**src/rtl/mem_port_arbiter_if.sv**
```systemverilog
// Bus bundle between the shared data-memory port arbiter and its users.
// Groups the fetch port (i_*), the load/store port (d_*), the memory side
// (mem_*) and the status outputs (err, busy).
//   master : arbiter view (drives acks, read data, err, busy and mem_* request)
//   slave  : environment view (drives requests, memory read data and mem_ack)
interface mem_port_arbiter_if;
    logic        i_req;
    logic [31:0] i_addr;
    logic        i_ack;
    logic [31:0] i_rdata;

    logic        d_req;
    logic        d_we;
    logic [31:0] d_addr;
    logic [31:0] d_wdata;
    logic        d_ack;
    logic [31:0] d_rdata;

    logic        err;
    logic        busy;

    logic        mem_req;
    logic        mem_we;
    logic [31:0] mem_addr;
    logic [31:0] mem_wdata;
    logic [31:0] mem_rdata;
    logic        mem_ack;

    modport master (
        input  i_req, i_addr, d_req, d_we, d_addr, d_wdata, mem_rdata, mem_ack,
        output i_ack, i_rdata, d_ack, d_rdata, err, busy,
               mem_req, mem_we, mem_addr, mem_wdata
    );

    modport slave (
        output i_req, i_addr, d_req, d_we, d_addr, d_wdata, mem_rdata, mem_ack,
        input  i_ack, i_rdata, d_ack, d_rdata, err, busy,
               mem_req, mem_we, mem_addr, mem_wdata
    );
endinterface

```
**src/rtl/mem_port_arbiter.sv**
```systemverilog
// Round-robin arbiter sharing one data-memory port between instruction
// fetch and load/store traffic. One transaction at a time: grant, hold
// mem_req until mem_ack (or abort after TIMEOUT cycles), then a one-cycle
// ack (with err on timeout) to the winner.
// Ports:
//   clk  - system clock, rising edge
//   rst  - asynchronous active-high reset
//   bus  - mem_port_arbiter_if.master (request ports, memory port, err/busy)
// Parameters:
//   TIMEOUT - max cycles mem_req is held without mem_ack (2..255)
module mem_port_arbiter #(
    parameter int unsigned TIMEOUT = 16
) (
    input  logic clk,
    input  logic rst,
    mem_port_arbiter_if.master bus
);

    typedef enum logic [1:0] {
        IDLE,
        BUSY,
        RESP
    } state_t;

    state_t      state, state_nx;
    logic        last_data, last_data_nx;   // 1 = data port won the last grant
    logic        owner_data, owner_data_nx; // 1 = current transaction is load/store
    logic [7:0]  cnt, cnt_nx;
    logic        mem_req_q, mem_req_nx;
    logic        mem_we_q, mem_we_nx;
    logic [31:0] mem_addr_q, mem_addr_nx;
    logic [31:0] mem_wdata_q, mem_wdata_nx;
    logic [31:0] i_rdata_q, i_rdata_nx;
    logic [31:0] d_rdata_q, d_rdata_nx;
    logic        i_ack_q, i_ack_nx;
    logic        d_ack_q, d_ack_nx;
    logic        err_q, err_nx;
    logic        grant_data;

    // On contention the port that did not win last time gets the grant.
    assign grant_data = bus.d_req && (!bus.i_req || !last_data);

    always_comb begin
        state_nx      = state;
        last_data_nx  = last_data;
        owner_data_nx = owner_data;
        cnt_nx        = cnt;
        mem_req_nx    = mem_req_q;
        mem_we_nx     = mem_we_q;
        mem_addr_nx   = mem_addr_q;
        mem_wdata_nx  = mem_wdata_q;
        i_rdata_nx    = i_rdata_q;
        d_rdata_nx    = d_rdata_q;
        i_ack_nx      = 1'b0;
        d_ack_nx      = 1'b0;
        err_nx        = 1'b0;

        unique case (state)
            IDLE: begin
                if (bus.i_req || bus.d_req) begin
                    owner_data_nx = grant_data;
                    last_data_nx  = grant_data;
                    mem_req_nx    = 1'b1;
                    mem_we_nx     = grant_data && bus.d_we;
                    mem_addr_nx   = grant_data ? bus.d_addr : bus.i_addr;
                    mem_wdata_nx  = grant_data ? bus.d_wdata : '0;
                    cnt_nx        = '0;
                    state_nx      = BUSY;
                end
            end
            BUSY: begin
                // mem_ack takes priority over an expiring timeout.
                if (bus.mem_ack) begin
                    mem_req_nx = 1'b0;
                    state_nx   = RESP;
                    if (owner_data) begin
                        d_ack_nx = 1'b1;
                        if (!mem_we_q) begin
                            d_rdata_nx = bus.mem_rdata;
                        end
                    end else begin
                        i_ack_nx   = 1'b1;
                        i_rdata_nx = bus.mem_rdata;
                    end
                end else if (cnt == 8'(TIMEOUT - 1)) begin
                    mem_req_nx = 1'b0;
                    err_nx     = 1'b1;
                    state_nx   = RESP;
                    if (owner_data) begin
                        d_ack_nx   = 1'b1;
                        d_rdata_nx = '0;
                    end else begin
                        i_ack_nx   = 1'b1;
                        i_rdata_nx = '0;
                    end
                end else begin
                    cnt_nx = cnt + 8'd1;
                end
            end
            RESP: begin
                state_nx = IDLE;
            end
            default: begin
                state_nx = IDLE;
            end
        endcase
    end

    always_ff @(posedge clk or posedge rst) begin
        if (rst) begin
            state       <= IDLE;
            last_data   <= 1'b0;
            owner_data  <= 1'b0;
            cnt         <= '0;
            mem_req_q   <= 1'b0;
            mem_we_q    <= 1'b0;
            mem_addr_q  <= '0;
            mem_wdata_q <= '0;
            i_rdata_q   <= '0;
            d_rdata_q   <= '0;
            i_ack_q     <= 1'b0;
            d_ack_q     <= 1'b0;
            err_q       <= 1'b0;
        end else begin
            state       <= state_nx;
            last_data   <= last_data_nx;
            owner_data  <= owner_data_nx;
            cnt         <= cnt_nx;
            mem_req_q   <= mem_req_nx;
            mem_we_q    <= mem_we_nx;
            mem_addr_q  <= mem_addr_nx;
            mem_wdata_q <= mem_wdata_nx;
            i_rdata_q   <= i_rdata_nx;
            d_rdata_q   <= d_rdata_nx;
            i_ack_q     <= i_ack_nx;
            d_ack_q     <= d_ack_nx;
            err_q       <= err_nx;
        end
    end

    assign bus.mem_req   = mem_req_q;
    assign bus.mem_we    = mem_we_q;
    assign bus.mem_addr  = mem_addr_q;
    assign bus.mem_wdata = mem_wdata_q;
    assign bus.i_rdata   = i_rdata_q;
    assign bus.d_rdata   = d_rdata_q;
    assign bus.i_ack     = i_ack_q;
    assign bus.d_ack     = d_ack_q;
    assign bus.err       = err_q;
    assign bus.busy      = (state != IDLE);

endmodule

```
**src/flat_wrapper.sv**
```systemverilog
// flat-port wrapper written by rule: the top's interface ports become plain ports
module mem_port_arbiter_flat 
#(
    parameter int unsigned TIMEOUT = 16
)
  (clk, rst, bus_i_req, bus_i_addr, bus_d_req, bus_d_we, bus_d_addr, bus_d_wdata, bus_mem_rdata, bus_mem_ack, bus_i_ack, bus_i_rdata, bus_d_ack, bus_d_rdata, bus_err, bus_busy, bus_mem_req, bus_mem_we, bus_mem_addr, bus_mem_wdata);
  mem_port_arbiter_if bus_i ();
  input  logic clk;
  input  logic rst;
  input wire logic [$bits(bus_i.i_req)-1:0] bus_i_req;
  input wire logic [$bits(bus_i.i_addr)-1:0] bus_i_addr;
  input wire logic [$bits(bus_i.d_req)-1:0] bus_d_req;
  input wire logic [$bits(bus_i.d_we)-1:0] bus_d_we;
  input wire logic [$bits(bus_i.d_addr)-1:0] bus_d_addr;
  input wire logic [$bits(bus_i.d_wdata)-1:0] bus_d_wdata;
  input wire logic [$bits(bus_i.mem_rdata)-1:0] bus_mem_rdata;
  input wire logic [$bits(bus_i.mem_ack)-1:0] bus_mem_ack;
  output wire logic [$bits(bus_i.i_ack)-1:0] bus_i_ack;
  output wire logic [$bits(bus_i.i_rdata)-1:0] bus_i_rdata;
  output wire logic [$bits(bus_i.d_ack)-1:0] bus_d_ack;
  output wire logic [$bits(bus_i.d_rdata)-1:0] bus_d_rdata;
  output wire logic [$bits(bus_i.err)-1:0] bus_err;
  output wire logic [$bits(bus_i.busy)-1:0] bus_busy;
  output wire logic [$bits(bus_i.mem_req)-1:0] bus_mem_req;
  output wire logic [$bits(bus_i.mem_we)-1:0] bus_mem_we;
  output wire logic [$bits(bus_i.mem_addr)-1:0] bus_mem_addr;
  output wire logic [$bits(bus_i.mem_wdata)-1:0] bus_mem_wdata;
  assign bus_i.i_req = bus_i_req;
  assign bus_i.i_addr = bus_i_addr;
  assign bus_i.d_req = bus_d_req;
  assign bus_i.d_we = bus_d_we;
  assign bus_i.d_addr = bus_d_addr;
  assign bus_i.d_wdata = bus_d_wdata;
  assign bus_i.mem_rdata = bus_mem_rdata;
  assign bus_i.mem_ack = bus_mem_ack;
  assign bus_i_ack = bus_i.i_ack;
  assign bus_i_rdata = bus_i.i_rdata;
  assign bus_d_ack = bus_i.d_ack;
  assign bus_d_rdata = bus_i.d_rdata;
  assign bus_err = bus_i.err;
  assign bus_busy = bus_i.busy;
  assign bus_mem_req = bus_i.mem_req;
  assign bus_mem_we = bus_i.mem_we;
  assign bus_mem_addr = bus_i.mem_addr;
  assign bus_mem_wdata = bus_i.mem_wdata;
  mem_port_arbiter #(.TIMEOUT(TIMEOUT)) u_core (.clk(clk), .rst(rst), .bus(bus_i));
endmodule
```
**config.mk**
```make
export PLATFORM = sky130hd
export DESIGN_NAME = mem_port_arbiter_flat
export DESIGN_NICKNAME = d
export VERILOG_FILES = /design/src/rtl/mem_port_arbiter_if.sv /design/src/rtl/mem_port_arbiter.sv /design/src/flat_wrapper.sv
export SDC_FILE = /design/constraint.sdc
export NUM_CORES = 1
export LEC_CHECK = 0
export BUFFER_PORTS_ARGS = -buffer_cell sky130_fd_sc_hd__clkbuf_2
export CAP_MARGIN = 5
export CELL_PAD_IN_SITES_DETAIL_PLACEMENT = 1
export CELL_PAD_IN_SITES_GLOBAL_PLACEMENT = 1
export CORE_MARGIN = 2
export CORE_UTILIZATION = 32
export DETAILED_ROUTE_END_ITERATION = 8
export PLACE_DENSITY = 0.77
export SLEW_MARGIN = 40
export SYNTH_ARGS = -nofsm -noshare
export SYNTH_HDL_FRONTEND = slang
export SYNTH_SLANG_ARGS = --single-unit
```
**constraint.sdc**
```tcl
create_clock -name clk -period 4.15 [get_ports clk]
set_input_delay 0.6225 -clock clk [delete_from_list [all_inputs] [get_ports clk]]
set_output_delay 0.6225 -clock clk [all_outputs]
set_load 0.05 [all_outputs]
```
## Word level (Yosys, flattened, before mapping)

Index checks and enable logic that the tools add are counted.

- Add/sub/neg operators: 1
- Muxes and demuxes: 34
- Reduce and logical (&&, ||, !) cells: 16
- Equality and inequality tests: 7
- Bitwise gates (word level): 1

Operator list:

| cell | count |
|---|---|
| $mux W32 | 11 |
| $mux W8 | 3 |
| $pmux W8 S2 | 1 |
| $mux W1 | 14 |
| $add A8 B1 Y8 const B | 1 |
| $eq A8 B4 Y1 const B | 1 |
| $reduce_and A4 Y1 | 2 |
| $mux W2 | 3 |
| $ne A2 B2 Y1 const B | 3 |
| $reduce_and A3 Y1 | 2 |
| $reduce_bool A2 Y1 | 3 |
| $pmux W2 S2 | 1 |
| $reduce_and A2 Y1 | 2 |
| $ne A3 B2 Y1 const B | 1 |
| $eq A2 B1 Y1 const B | 1 |
| $logic_and A1 B1 Y1 | 2 |
| $logic_not A1 Y1 | 2 |
| $logic_not A2 Y1 | 1 |
| $logic_or A1 B1 Y1 | 2 |
| $ne A2 B1 Y1 const B | 1 |
| $pmux W1 S2 | 1 |
| $not A1 Y1 | 1 |

- Register bits: 144

## Longest topological paths before layout

Gate-level depths: netlist (run 1).

- Depth after elaboration: 4
- Gate-level depth with buffers: 7

## Worst setup path after synthesis (run 1)

OpenSTA, ideal clock, no wires.

- Path type: register -> output
- Start point: reg u_core.state[1]
- End point: out bus_busy
- Data arrival time: 1.238 ns
- Path slack: 2.289 ns
- Path buffers: 2
- Stages on the path, launching flop included: 4
- Cell sequence: dfrtp_1 -> or2_1 -> buf_2 -> clkbuf_1

- Cells in the longest elaborated chain, start to end: 1

RTL lines:

| what | line | text |
|---|---|---|
| start: declaration | mem_port_arbiter.sv:25 | `state_t state, state_nx;` |
| start signal: assignment | mem_port_arbiter.sv:125 | `state <= state_nx;` |
| $reduce_bool A2 Y1 | mem_port_arbiter.sv:150 | `assign bus.busy = (state != IDLE);` |
| end: declaration | flat_wrapper.sv:23 | `output wire logic [$bits(bus_i.busy)-1:0] bus_busy;` |

No other way between the ends.

## Worst setup path after layout (run 1)

Same ends and word-level chain as after synthesis.

==> results of run 1 <==
state kept, by name (all words and copies together) (netlist names):
register,count
u_core.last_data,1
u_core.state,2
u_core.bus.err,1
u_core.bus.mem_req,1
u_core.bus.i_ack,1
u_core.bus.mem_addr,32
u_core.bus.d_rdata,32
u_core.cnt,8
u_core.bus.mem_wdata,32
u_core.bus.mem_we,1
u_core.bus.i_rdata,32
u_core.bus.d_ack,1
per-layer routing:
layer | vias up | part of all wire [%]
met2 | 196 | 48
li1 | 2425 | -
met3 | 20 | 6.8
met1 | 2610 | 43
met4 | 0 | 1.6
met5 | - | 0
cell usage in the layout, fill, tap and decap left out, drive strengths merged, types with 3 or more instances in the layout:
master,instances
inv,5
nor2,5
a21o,33
buf,14
o21ai,103
nor3,4
mux2i,37
nor4,3
nand2,4
clkbuf,287
nand3,3
clkinv,5
dfrtp,144
o2bb2ai,32
a22o,65
layout make-up:
cell class | instances | share of cell area [%]
clock buffer | 20 | 5.61
clock inverter | 11 | 1.56
inverter | 3 | 0.180
multi-input combinational | 313 | 27.9
sequential | 144 | 43.3
tap | 234 | 3.52
timing repair buffer | 281 | 18.0
logic make-up (layout without fill, tap and decap cells):
logic type	Yosys count	in the layout	synth area share (%)
fa+ha+maj	1	1	0.205
mux	37	37	6.05
compound gates	243	243	27.7
buf+inv	53	315	3.99
simple gates	32	32	3.19
flops	144	144	58.9
report_power, final:
group	switching (mW)	internal [mW]	total, mW
logic	3.17	1.11	4.29
clock network	0.602	0.937	1.54
registers	0.403	2.02	2.42
total	4.18	4.07	8.25
worst register-to-register path, stage by stage, from the launching register on:
cell     delay (ps)
dfrtp_1         480
or2_1           310
buf_4           270
nor2b_2         590
buf_4           370
a22o_1          180
final timing paths:
check / from / to / slack (ps)
hold reg to reg: u_core.bus.i_rdata[30] / u_core.bus.i_rdata[30] / 500
hold / removal: rst / u_core.bus.mem_addr[16] / 220
setup / recovery: u_core.state[1] / bus_busy / 1660
max in group asynchronous: rst / u_core.bus.d_rdata[6] / 3010
setup reg to reg: u_core.state[1] / u_core.bus.mem_wdata[20] / 1890
min in group clk: bus_d_wdata[8] / u_core.bus.mem_wdata[8] / 430
==> impl_metrics.yaml, run 1 <==
logic_synthesis:
  synth-main-ff-cell: "dfrtp_1"
  synthArstFlopShare_pct: 100
  synth_fp_nets: 645
  most_instantiated_cells_after_synthesis: "dfrtp_1, o21ai_0, a22o_1"
  register_bit_count_reported_by_yosys: 144
  synthDominantAreaCellType: "dfrtp_1"
  synth_area_leaders: "dfrtp_1, a22o_1, o21ai_0"
  yosysUniqueCellTypes: 39
  synth_sequential_area_ratio_pct: 58.9
  synth.most_common_cell: "dfrtp_1"
  syn_area_mm2: 0.00612
  synthDominantCellAreaShare_pct: 58.9
  syn_avg_cell_area_um2: 12.0
  yosysWarnings: 0
  synth-edff-count: 0
  netlist_instances: 510
placement:
  placement.setup.worst_slack_ps: 1810
  dp.final_hpwl_um: 13000
  numPortBuffers: 267
  area_post_placement_mm2: 0.00769
  dp.cells: 974
  gp_congestion: 0.732
power_and_ir_drop:
  power-per-cell-area_mw_per_mm2: 991
  power_mw: 8.25
  static_leakage_nw: 4.11
  ir_drop_uv: 538
floorplanning:
  initial_utilization_pct: 32.7
  fp-row-count: 50
  io_pins: 268
  core_area_mm2: 0.0187
  die_width_um: 142
  die_height_um: 142
  fp.dieArea_mm2: 0.0202
setup_path:
  worst-setup-path-type: "flop to output pin"
  worstSetupPathDepth: 3
  cp.buffers_inverters: 2
  cpMaxStageDelayCell: "dfrtp_1"
  timing.critical_path.cells: "or2_1 -> buf_4 -> clkbuf_2"
  rr_worst_depth: 5
  data_arrival_time_of_the_worst_path_ps: 1870
  worst_setup_path_start_kind: "flop"
  path_delay_family: "buffers and inverters"
  endpoint_kind: "output pin"
  critical_path_required_ps: 3530
  crit_path_max_fanout: 42
  slowest_delay_ps: 520
global_routing:
  groute.usage.overall_pct: 18.7
  grt_pass1_vias: 5638
  grt_first_pass_wirelength_um: 29600
  grt_overflow_total: 0
  grt.met3_usage_pct: 5.48
  grt.met2_usage_pct: 31.7
  routing_layer_with_the_top_usage_in_global_route: "met2"
  antenna_violations_before_repair: 0
  global_route_track_usage_on_met1_pct: 23.4
  largest_net_degree_at_the_start_of_global_routing: 79
timing:
  unrepaired_setup_endpoints_after_global_routing: "false"
  fmaxAchievable_mhz: 402
  tightest_slew_ps: 776
  finalSetupViolCount: 0
  finalWorstPathRequiredPeriod_ps: 2490
  final-max-slew-violation-count: 0
  fin_setup_tns_ps: 0
  hold_viol: 0
  postLayoutSetupSlackWorst_ps: 1660
  timing.slew.headroom_pct: 48.2
  final.hold.worst_slack_ps: 217
  worst_clock_skew_ps: 7.68
  crit_share_post_route_pct: 60.0
detailed_routing:
  count_of_unresolved_drc_violations_after_routing: 0
  num_vias: 5251
  routedWlPerCell_um: 18.4
  antenna_left: 0
  routed_wirelength_um: 18600
  dr.pass1.iters: 4
  dr.first_iter.drc_count: 121
  viasPerCell: 5.22
cells_and_area:
  stdcell_count: 1006
  final_core_utilization_pct: 44.5
  syn2layout_area_growth_pct: 36.0
  multi_input_gate_area_mm2: 0.00232
  finalInstanceArea_mm2: 0.00832
  fillers: 2088
  final_nets: 895
  ant_diodes: 0
  final_layout_size_suffix_gt1_share_pct: 41.8
  register_area_mm2: 0.00360
clocking:
  cts_resized: 0
  ctsLongestPathBuffers: 2
  cts_hold_buf: 0
  clkSinkCount: 144
  cts_root_buf: "clkbuf_16"
  cts_inserted_buffers: 17
  tritoncts: "yes"
  clk-insertion-delay-late_ps: 410
  post-cts-setup-buffers: 0
  clkSlewWorstSetupHoldPaths_ps: 60
  cts_max_level: 4
min_path:
  hold_path_class: "primary input to asynchronous set/reset pin"
outcome:
  status: "complete, no violations"
run:
  maxCapViolCount: 0
Power figures use the tool's default switching activity.
==> run 2: changes to the inputs <==
CORE_UTILIZATION = 35   (was 32)
PLACE_DENSITY = 0.8   (was 0.77)
clock period = 2.5 ns   (was 4.15 ns; I/O delays follow)
==> run 2 against run 1 <==
- the flow now finishes with violations (negative hold slack)
- total power rose by 68%
- wire length increased by 4.9%
- die area shrank 8.3%
- register-to-register slack got worse by 1400 ps
- cell count fell by 0.70%
- via count increased by 3.0%
- sequential power up 67%
- clock-buffer cell count did not move
- global-route usage is 2.5 points higher
- first-iteration DRC count grew 70%
- critical path depth unchanged
- utilization up 4.0 points
==> impl_metrics.yaml, run 2 (synthesis results as in run 1) <==
outcome:
  status: "finished with violations"
  failed_checks: "negative hold slack"
clocking:
  cts_inserted_buffers: 17
  clk-insertion-delay-late_ps: 420
  cts_hold_buf: 0
  clkSinkCount: 144
  cts_max_level: 4
  ctsLongestPathBuffers: 2
  clkSlewWorstSetupHoldPaths_ps: 60
  cts_resized: 0
  tritoncts: "yes"
  post-cts-setup-buffers: 0
  cts_root_buf: "clkbuf_16"
global_routing:
  grt.met3_usage_pct: 5.22
  routing_layer_with_the_top_usage_in_global_route: "met2"
  grt.met2_usage_pct: 37.6
  largest_net_degree_at_the_start_of_global_routing: 145
  groute.usage.overall_pct: 21.2
  grt_first_pass_wirelength_um: 30400
  grt_overflow_total: 0
  global_route_track_usage_on_met1_pct: 25.1
  antenna_violations_before_repair: 0
  grt_pass1_vias: 5921
floorplanning:
  die_width_um: 136
  core_area_mm2: 0.0172
  fp.dieArea_mm2: 0.0186
  io_pins: 268
  initial_utilization_pct: 35.6
  die_height_um: 136
  fp-row-count: 48
timing:
  unrepaired_setup_endpoints_after_global_routing: "false"
  timing.slew.headroom_pct: 62.2
  finalSetupViolCount: 0
  crit_share_post_route_pct: 88.8
  final-max-slew-violation-count: 0
  worst_clock_skew_ps: 11.2
  final.hold.worst_slack_ps: -4.50
  fin_setup_tns_ps: 0
  finalWorstPathRequiredPeriod_ps: 2220
  hold_viol: 4
  tightest_slew_ps: 562
  fmaxAchievable_mhz: 451
placement:
  dp.final_hpwl_um: 13800
  gp_congestion: 0.799
  area_post_placement_mm2: 0.00768
  numPortBuffers: 267
  dp.cells: 966
detailed_routing:
  count_of_unresolved_drc_violations_after_routing: 0
  routedWlPerCell_um: 19.5
  num_vias: 5409
  viasPerCell: 5.41
  antenna_left: 0
  routed_wirelength_um: 19500
  dr.first_iter.drc_count: 206
  dr.pass1.iters: 5
setup_path:
  worst_setup_path_start_kind: "flop"
  data_arrival_time_of_the_worst_path_ps: 1840
  slowest_delay_ps: 510
  path_delay_family: "buffers and inverters"
  worstSetupStartpoint: "u_core.state[1]"
  critical_path_required_ps: 2120
  endpoint_kind: "output pin"
  timing.critical_path.cells: "or2_1 -> buf_4 -> clkbuf_2"
  crit-reg2reg-launch: "u_core.state[1]"
  worstSetupPathDepth: 3
  cpMaxStageDelayCell: "dfrtp_1"
  worst-setup-path-type: "flop to output pin"
  rr_worst_depth: 4
  cp.buffers_inverters: 2
  crit_path_max_fanout: 42
cells_and_area:
  final_nets: 896
  register_area_mm2: 0.00360
  stdcell_count: 999
  multi_input_gate_area_mm2: 0.00232
  fillers: 1958
  finalInstanceArea_mm2: 0.00833
  syn2layout_area_growth_pct: 36.1
  final_layout_size_suffix_gt1_share_pct: 41.7
  final_common_cell: "clkbuf_2"
  mostFrequentLayoutCells: "clkbuf_2, dfrtp_1, o21ai_0"
  ant_diodes: 0
power_and_ir_drop:
  static_leakage_nw: 4.11
  power-per-cell-area_mw_per_mm2: 1670
  ir_drop_uv: 1140
min_path:
  hold_path_class: "primary input to asynchronous set/reset pin"
run:
  maxCapViolCount: 0
[run 2: changes by cell type in the layout (fill, tap and decap cells not counted)]
cell	before	now
and4_1	0	1
and4_2	1	0
buf_12	1	2
buf_16	2	1
buf_4	11	12
bufinv_16	2	3
clkbuf_1	0	1
clkbuf_8	3	2
clkinvlp_4	2	4
inv_6	3	1
[run 2: layout make-up]
type                    count  area share [%]
repair buffers            282            17.9
multi-input cells         313            27.8
clock inverters            12            1.89
flip-flops and latches    144            43.3
well taps                 225            3.38
clock buffers              20            5.49
inverters                   3           0.180
[run 2: per-stage QoR]
| step | util, % | power, mW | hold slack [ps] | worst slack [ps] |
|---|---|---|---|---|
| floorplan | - | 9.38 | 489 | 320 |
| global placement | 44.7 | 11.0 | 483 | 540 |
| detailed placement | 44.7 | 11.3 | 494 | 397 |
| CTS | 48.3 | 14.0 | 156 | 267 |
| global route | 48.5 | 14.6 | 19.2 | 182 |
| finish | 48.5 | 13.9 | -4.50 | 281 |
[run 2: per-layer routing]
metal	wire [um]	up-vias
met5	0	-
met4	293	0
met3	1330	21
met2	10100	222
met1	7760	2738
li1	-	2428
[run 2: tightest hold or removal path, delay by kind of cell]
family / cells / cell delay (ps)
buffers and inverters: 3 / 400
[run 2: power breakdown]
group          internal [mW]  switching, mW
logic                   1.86           5.35
clock network           1.63          0.993
registers               3.35          0.700
[run 2: worst paths after layout]
check                      slack (ps)                       end
max in group asynchronous        1700    u_core.bus.mem_addr[6]
min reg2reg                       510  u_core.bus.mem_wdata[26]
max reg2reg                       530    u_core.bus.i_rdata[29]
min                                -4    u_core.bus.i_rdata[21]
max                               280                  bus_busy
min in group clk                  180  u_core.bus.mem_wdata[10]
==> run 3: changes to the inputs <==
CTS_BUF_LIST = sky130_fd_sc_hd__clkbuf_2   (was unset)
==> run 3 against run 2 <==
- the flow now finishes without violations
- clock power decreased by 45%
- clock-buffer cell count decreased by 2
- total power decreased by 4.9%
- clock skew increased by 31 ps
- non-clock buffer count increased by 130
- wire length increased by 23%
- critical path type unchanged
- critical endpoint unchanged
==> impl_metrics.yaml, run 3 (synthesis results as in run 1) <==
cells_and_area:
  final_common_cell: "clkbuf_2"
  final_nets: 1026
  syn2layout_area_growth_pct: 51.8
  register_area_mm2: 0.00361
  stdcell_count: 1130
  final_layout_size_suffix_gt1_share_pct: 35.8
  fillers: 1903
  multi_input_gate_area_mm2: 0.00232
  mostFrequentLayoutCells: "clkbuf_2, dfrtp_1, dlygate4sd3_1"
placement:
  gp_congestion: 0.799
  numPortBuffers: 267
  dp.final_hpwl_um: 13800
  dp.cells: 966
timing:
  hold_viol: 0
  fmaxAchievable_mhz: 427
  finalWorstPathRequiredPeriod_ps: 2340
  worst_clock_skew_ps: 42.1
  finalSetupViolCount: 0
  tightest_slew_ps: 570
  final-max-slew-violation-count: 0
  unrepaired_setup_endpoints_after_global_routing: "false"
  crit_share_post_route_pct: 93.6
  fin_setup_tns_ps: 0
  timing.slew.headroom_pct: 61.7
floorplanning:
  initial_utilization_pct: 35.6
  core_area_mm2: 0.0172
  die_height_um: 136
  io_pins: 268
  fp.dieArea_mm2: 0.0186
  fp-row-count: 48
  die_width_um: 136
clocking:
  clkSinkCount: 144
  cts_inserted_buffers: 17
  cts_root_buf: "clkbuf_2"
  ctsLongestPathBuffers: 2
  cts_max_level: 4
  tritoncts: "yes"
  post-cts-setup-buffers: 0
  clkSlewWorstSetupHoldPaths_ps: 200
  clk-insertion-delay-late_ps: 720
detailed_routing:
  uppermost_signal_routing_layer_after_detailed_routing: "met4"
  met2_length_um: 12400
  met3_wirelength_um: 1480
  dr.first_iter.drc_count: 249
  routed_wirelength_um: 23900
  antenna_left: 0
  routedWlPerCell_um: 21.1
  count_of_unresolved_drc_violations_after_routing: 0
  num_vias: 6151
  viasPerCell: 5.44
  dr.pass1.iters: 4
  wirelength_met1_um: 9350
global_routing:
  grt_pass1_vias: 6920
  grt_first_pass_wirelength_um: 37100
  grt_overflow_total: 0
  groute.usage.overall_pct: 26.1
  antenna_violations_before_repair: 1
  largest_net_degree_at_the_start_of_global_routing: 145
outcome:
  status: "complete, no violations"
power_and_ir_drop:
  power_switching_share_pct: 54.9
  p_seq_share_pct: 31.2
  internal_power_mw: 5.96
  p_switching_mw: 7.25
  static_leakage_nw: 4.51
  ir_drop_uv: 867
  power_mw: 13.2
  power-per-cell-area_mw_per_mm2: 1420
  power.share.clock_pct: 11.0
  combinational_power_share_pct: 57.9
setup_path:
  rr_worst_depth: 6
  slowest_delay_ps: 520
  worst_setup_path_start_kind: "flop"
  critical_path_required_ps: 2120
  setup.reg_to_reg.worst_slack_ps: 230
  regToRegEndpoint: "u_core.bus.mem_addr[7]"
  crit_path_max_fanout: 42
  timing.critical_path.cells: "or2_1 -> buf_8 -> clkbuf_4"
  data_arrival_time_of_the_worst_path_ps: 1960
  worst-setup-path-type: "flop to output pin"
  endpoint_kind: "output pin"
  crit-reg2reg-launch: "u_core.last_data"
  cpMaxStageDelayCell: "dfrtp_2"
min_path:
  holdPathEnd: "u_core.bus.i_ack"
  holdCritStartpoint: "bus_mem_ack"
  hold_depth: 3
  hold_path_class: "primary input to flop"
run:
  maxCapViolCount: 0
## run 3: cell count changes in the layout (fill, tap and decap cells not counted), moves of 2 or more
cell and change:
dlygate4sd3_1 +130, clkbuf_16 -17, clkbuf_2 +17, buf_4 -2, clkbuf_8 -2, clkinv_1 +2
dfrtp_1 -2, dfrtp_2 +2
## run 3: cell type report
class,instances,area share [%]
diodes,1,0.0269
clock buffers,18,0.970
clock inverters,14,1.78
inverters,3,0.162
multi-input cells,313,25.0
flip-flops and latches,144,38.8
well taps,225,3.03
repair buffers,412,30.2
## run 3: power by group through the flow
stage | registers (mW) | clock network (mW) | logic (mW)
final | 4.12 | 1.45 | 7.64
after global placement | 4.01 | 0 | 7.03
after global routing | 4.22 | 1.58 | 8.02
after CTS | 4.04 | 1.49 | 7.49
after floorplan | 7.33 | 0 | 2.05
after detailed placement | 4.08 | 0 | 7.27
## run 3: how the worst max path moves through the flow
stage	from	to	slack, ps
after floorplan	rst	u_core.bus.d_ack	320
after global placement	u_core.state[1]	u_core.bus.mem_addr[5]	540
after detailed placement	u_core.state[1]	u_core.bus.mem_addr[3]	400
after CTS	u_core.state[1]	bus_busy	20
after global routing	u_core.state[1]	bus_busy	20
final	u_core.state[1]	bus_busy	160
## run 3: layer usage
| layer | vias to the layer above | global-route usage, % |
|---|---|---|
| li1 | 2690 | - |
| met2 | 274 | 46.3 |
| met4 | 0 | 10.9 |
| met5 | - | 0 |
| met3 | 53 | 6.49 |
| met1 | 3134 | 29.8 |
## run 3: per-stage QoR
stage	util [%]	hold WS [ps]	setup WS [ps]	area [um2]
floorplan	-	489	320	6120
global placement	44.7	483	540	7680
detailed placement	44.7	494	397	7680
CTS	53.8	21.1	18.2	9240
global route	54.1	58.8	19.9	9290
finish	54.1	127	160	9290
## run 3: critical path: cells and delay by family (launching register included)
family	cells	cell delay (ps)
flip-flops	1	520
buffers and inverters	2	450
AND/OR/NAND/NOR	1	300
## run 3: repair_timing
item / CTS / global route
hold buffers: 130 / 0
endpoints found under the hold margin: 273 / 0
gates resized for setup: 2 / 5
setup endpoints to repair: 1 / 4
